$ cat config.mk
export PLATFORM = sky130hd
export DESIGN_NAME = button_events
export DESIGN_NICKNAME = d
export VERILOG_FILES = /design/src/rtl/button_events.sv
export SDC_FILE = /design/constraint.sdc
export NUM_CORES = 1
export LEC_CHECK = 0
export ABC_CLOCK_PERIOD_IN_PS = 2820
export BUFFER_PORTS_ARGS = -buffer_cell sky130_fd_sc_hd__buf_2
export CELL_PAD_IN_SITES_DETAIL_PLACEMENT = 0
export CELL_PAD_IN_SITES_GLOBAL_PLACEMENT = 1
export CORE_AREA = 2 2 77 72
export CTS_CLUSTER_SIZE = 24
export DETAILED_ROUTE_END_ITERATION = 8
export DIE_AREA = 0 0 79 74
export PLACE_DENSITY = 0.8
export SLEW_MARGIN = 0
export SYNTH_ARGS = -nofsm -noshare
export SYNTH_HDL_FRONTEND = slang
export SYNTH_SLANG_ARGS = --single-unit
$ cat constraint.sdc
create_clock -name clk -period 2.82 [get_ports clk]
set_input_delay 0.564 -clock clk [delete_from_list [all_inputs] [get_ports clk]]
set_output_delay 0.564 -clock clk [all_outputs]
set_load 0.01 [all_outputs]
$ cat src/rtl/button_events.sv
// button_events
//   Turns the debounced push-button level into one-cycle event pulses
//   (press, release, long-press, auto-repeat). Also keeps a wrapping count
//   of presses. Every output is registered, so an input condition sampled
//   at one clock edge becomes visible in the following cycle.
//
// Parameters
//   LONG_CYCLES   : hold time from press_pulse to long_pulse, in clk cycles (>=2)
//   REPEAT_CYCLES : spacing between repeat pulses after long-press (>=2)
//   CNT_W         : width of press_count
//
// Ports
//   clk           : clock
//   rst           : synchronous active-high reset
//   clean_in      : debounced button level, 1 = pressed, synchronous to clk
//   clr_count     : synchronous clear of press_count
//   press_pulse   : one-cycle pulse on press
//   release_pulse : one-cycle pulse on release
//   long_pulse    : one-cycle pulse when the hold reaches LONG_CYCLES
//   repeat_pulse  : one-cycle pulse every REPEAT_CYCLES after long-press
//   held          : high from the press_pulse cycle until the cycle before release_pulse
//   press_count   : presses since reset/clear, wraps
module button_events #(
    parameter int unsigned LONG_CYCLES   = 25000000,
    parameter int unsigned REPEAT_CYCLES = 5000000,
    parameter int unsigned CNT_W         = 8
) (
    input  logic             clk,
    input  logic             rst,
    input  logic             clean_in,
    input  logic             clr_count,
    output logic             press_pulse,
    output logic             release_pulse,
    output logic             long_pulse,
    output logic             repeat_pulse,
    output logic             held,
    output logic [CNT_W-1:0] press_count
);

    localparam int unsigned MAX_CYCLES = (LONG_CYCLES > REPEAT_CYCLES) ? LONG_CYCLES : REPEAT_CYCLES;
    localparam int unsigned TW         = $clog2(MAX_CYCLES) + 1;
    localparam logic [TW-1:0] LONG_T   = TW'(LONG_CYCLES);
    localparam logic [TW-1:0] REPEAT_T = TW'(REPEAT_CYCLES);

    typedef enum logic [1:0] {
        IDLE,
        PRESSED,
        LONG
    } state_t;

    state_t           state, state_nx;
    logic [TW-1:0]    timer, timer_nx;
    logic             prev_level;
    logic             rise, fall;
    logic             press_nx, release_nx, long_nx, repeat_nx, held_nx;
    logic [CNT_W-1:0] count_nx;

    assign rise = clean_in & ~prev_level;
    assign fall = ~clean_in & prev_level;

    always_ff @(posedge clk) begin
        if (rst) begin
            state         <= IDLE;
            timer         <= '0;
            prev_level    <= 1'b0;
            press_pulse   <= 1'b0;
            release_pulse <= 1'b0;
            long_pulse    <= 1'b0;
            repeat_pulse  <= 1'b0;
            held          <= 1'b0;
            press_count   <= '0;
        end else begin
            state         <= state_nx;
            timer         <= timer_nx;
            prev_level    <= clean_in;
            press_pulse   <= press_nx;
            release_pulse <= release_nx;
            long_pulse    <= long_nx;
            repeat_pulse  <= repeat_nx;
            held          <= held_nx;
            press_count   <= count_nx;
        end
    end

    // The timer counts the edges since the last press/long/repeat event, so
    // it equals the compare value exactly on the edge where the next pulse is
    // due. Release is tested first so a fall on that edge suppresses the pulse.
    always_comb begin
        state_nx   = state;
        timer_nx   = timer;
        press_nx   = 1'b0;
        release_nx = 1'b0;
        long_nx    = 1'b0;
        repeat_nx  = 1'b0;
        held_nx    = held;
        count_nx   = press_count;

        case (state)
            IDLE: begin
                if (rise) begin
                    press_nx = 1'b1;
                    held_nx  = 1'b1;
                    timer_nx = TW'(1);
                    count_nx = press_count + CNT_W'(1);
                    state_nx = PRESSED;
                end
            end
            PRESSED: begin
                if (fall) begin
                    release_nx = 1'b1;
                    held_nx    = 1'b0;
                    timer_nx   = '0;
                    state_nx   = IDLE;
                end else if (clean_in) begin
                    if (timer == LONG_T) begin
                        long_nx  = 1'b1;
                        timer_nx = TW'(1);
                        state_nx = LONG;
                    end else begin
                        timer_nx = timer + TW'(1);
                    end
                end
            end
            LONG: begin
                if (fall) begin
                    release_nx = 1'b1;
                    held_nx    = 1'b0;
                    timer_nx   = '0;
                    state_nx   = IDLE;
                end else if (clean_in) begin
                    if (timer == REPEAT_T) begin
                        repeat_nx = 1'b1;
                        timer_nx  = TW'(1);
                    end else begin
                        timer_nx = timer + TW'(1);
                    end
                end
            end
            default: begin
                state_nx = IDLE;
                timer_nx = '0;
                held_nx  = 1'b0;
            end
        endcase

        // A clear coinciding with a press leaves the count at that one press.
        if (clr_count) begin
            count_nx = press_nx ? CNT_W'(1) : '0;
        end
    end

endmodule

==> results.ini <==
[global_routing]
first_global_vias=1551
grt_max_degree=17
track_usage_pct=15.8
grt_overflow=0
antenna_found_initial=0
grt_first_pass_wirelength_um=7380

[detailed_routing]
first_pass_iters=4
routedWlPerCell_um=12.7
drc_errors=0
wl_um=4370
num_vias=1742
ant_nets=0
vias_per_cell=5.06
drt_iter0_markers=102

[timing]
rsz0062_at_grt=no
fin_tns_setup_ns=0
tightest_slew_ns=0.552
max-slew-margin-rel_pct=63.1
max_freq_ghz=0.446
period_share_pct=79.5
hold_viol=0
skew_ns=0.00377
min_period_ns=2.24
setup_viol=0
slew_violations=0

[yosys]
synth.most_common_cell=nor2_1
ys_types=40
yosys.area_share.adder_pct=4.11
synth_top_area_cell=dfxtp_1
synth_simple_gate_area_share_pct=32.7
async_flop_share_pct=0
synth_nets=269
yosys-top-cells-count=nor2_1, dfxtp_1, nand2_1
ys_seq_area_share_pct=39.4
synth.mux.area_fraction_pct=0.469
synth_top_flop_cell=dfxtp_1
yosysWarnings=0
avgSynthCellArea_um2=8.27
synthCells=258
synth_top_family_by_area=simple AND/OR/NAND/NOR gates
synth-compound-area-share_pct=7.98
synth_xor_area_share_pct=11.1
ys_ff_latch=42
netlist_top_cells_area=dfxtp_1, nor2_1, xnor2_1
yosysTopAreaCellShare_pct=39.4
syn_area_um2=2130
synth_edf_count=0

[floorplanning]
design.die.area_um2=5850
start_util_pct=42.1
boundaryPins=17
row_count=25
die_h_um=74
die_w_um=79
core_um2=5070

[cts]
cts_tree=done
cts_buffers=5
cts_setup_buffers=0
ctsHoldBuffers=0
root_buffer=clkbuf_8
clock_latency_ns=0.29
htree_levels=2
cts.sinks=42
clockBufferDepth=2
cts_resized=0
path_clk_slew_ns=0.08

[job]
drv_cap=0

[power]
switching_share_pct=32.3
cellPowerDensity_nw_per_um2=643
pwr-share-seq_pct=42.6
clock_power_share_pct=30.9
p_switching_w=0.000493
internal_power_w=0.00103
p_comb_share_pct=26.6
leakagePower_nw=0.820
vdd_drop_max_v=0.000263

[setup_path]
cp-end-kind=flip-flop
critPathKind=flip-flop to flip-flop
start_kind=flip-flop
required_ns=3.00
cp.arrival_ns=2.42
path_max_fanout=13

[cells_and_area]
insertedDiodeCount=0
stdcell_count=344
drive_gt1_share_pct=13.4
area_growth_syn_to_layout_pct=11.3
nets=287

[hold_path]
hold_class=flip-flop to flip-flop

[placed_design]
place.gp.congestion=0.821
dp_hpwl_um=3200
dp.cells=336
port_buffers=16

[run_status]
status=complete, no violations

-- power groups by stage --
stage / clock network, W / logic [W] / registers, W
after detailed placement: 0 / 0.000403 / 0.000663
after floorplan: 0 / 0.000329 / 0.000664
final: 0.000471 / 0.000405 / 0.000650
after global placement: 0 / 0.000403 / 0.000663
after global routing: 0.000518 / 0.000456 / 0.000655
after CTS: 0.000484 / 0.000407 / 0.000650
-- worst max-delay path, cell delays in order, from the launching register on --
cell,delay [ns]
dfxtp_1,0.35
inv_1,0.09
ha_1,0.14
nor4b_2,0.18
nand4_1,0.19
o311a_1,0.38
a31o_1,0.32
o21bai_4,0.17
buf_4,0.21
o21ai_0,0.10
-- per-stage QoR --
| step | utilization (%) | hold slack, ns | instance area [µm²] | power, W | worst slack, ns |
|---|---|---|---|---|---|
| 2_1_floorplan | - | 0.457 | 2130 | 0.000993 | 0.870 |
| 3_3_place_gp | 44.7 | 0.469 | 2270 | 0.00107 | 0.672 |
| 3_5_place_dp | 44.7 | 0.475 | 2270 | 0.00107 | 0.583 |
| 4_1_cts | 46.9 | 0.490 | 2370 | 0.00154 | 0.566 |
| 5_1_grt | 46.9 | 0.514 | 2370 | 0.00163 | 0.381 |
| 6_report | 46.9 | 0.487 | 2370 | 0.00153 | 0.577 |
-- cell type report --
cell class	count	area [µm²]
multi-input combinational	198	1200
fill	541	2690
tap	67	83.8
timing repair buffer	19	103
inverter	10	37.5
sequential	42	841
clock inverter	3	40.0
clock buffer	5	68.8
-- path summary, 6_finish.rpt --
path            start  endpoint  slack [ns]  cells past startpoint
min              held      held        0.49                      2
max reg2reg  timer[0]  timer[7]        0.58                      9
min reg2reg      held      held        0.49                      2
max          timer[0]  timer[7]        0.58                      9
-- sequential cells by signal, indices dropped and copies added (netlist names) --
signal         flops
state              2
release_pulse      1
press_count        8
prev_level         1
held               1
timer             26
long_pulse         1
press_pulse        1
repeat_pulse       1
-- logic make-up after synthesis --
family	Yosys count
compound gates	24
xor+xnor	27
fa+ha+maj	7
buf+inv	18
flops	42
mux	1
simple gates	139
-- layout by cell type, fill, tap and decap left out, types with 3 or more instances in the layout --
| cell type | netlist | routed |
|---|---|---|
| ha_1 | 7 | 7 |
| nor3_1 | 6 | 6 |
| xnor2_1 | 15 | 15 |
| nand2b_1 | 5 | 5 |
| buf_4 | 0 | 3 |
| xor2_1 | 12 | 12 |
| nand3_1 | 17 | 17 |
| nor2b_1 | 4 | 4 |
| clkbuf_8 | 0 | 5 |
| buf_2 | 1 | 16 |
| or2_2 | 3 | 3 |
| nand4_1 | 9 | 9 |
| nor3b_1 | 3 | 3 |
| dfxtp_1 | 42 | 42 |
| nor2_1 | 49 | 49 |
| nand2_1 | 23 | 23 |
| a21oi_1 | 6 | 6 |
| inv_1 | 10 | 10 |
| o21ai_0 | 6 | 6 |
| nor4_1 | 7 | 7 |
-- routing by layer --
metal / wire, µm / up-vias / global-route usage [%]
met2: 1900 / 28 / 24.3
met5: 0 / - / 0
met1: 2270 / 798 / 22.9
met4: 39 / 0 / 4.02
met3: 163 / 4 / 3.28
li1: - / 912 / -
Note: power is estimated with default switching activity, not from simulation.
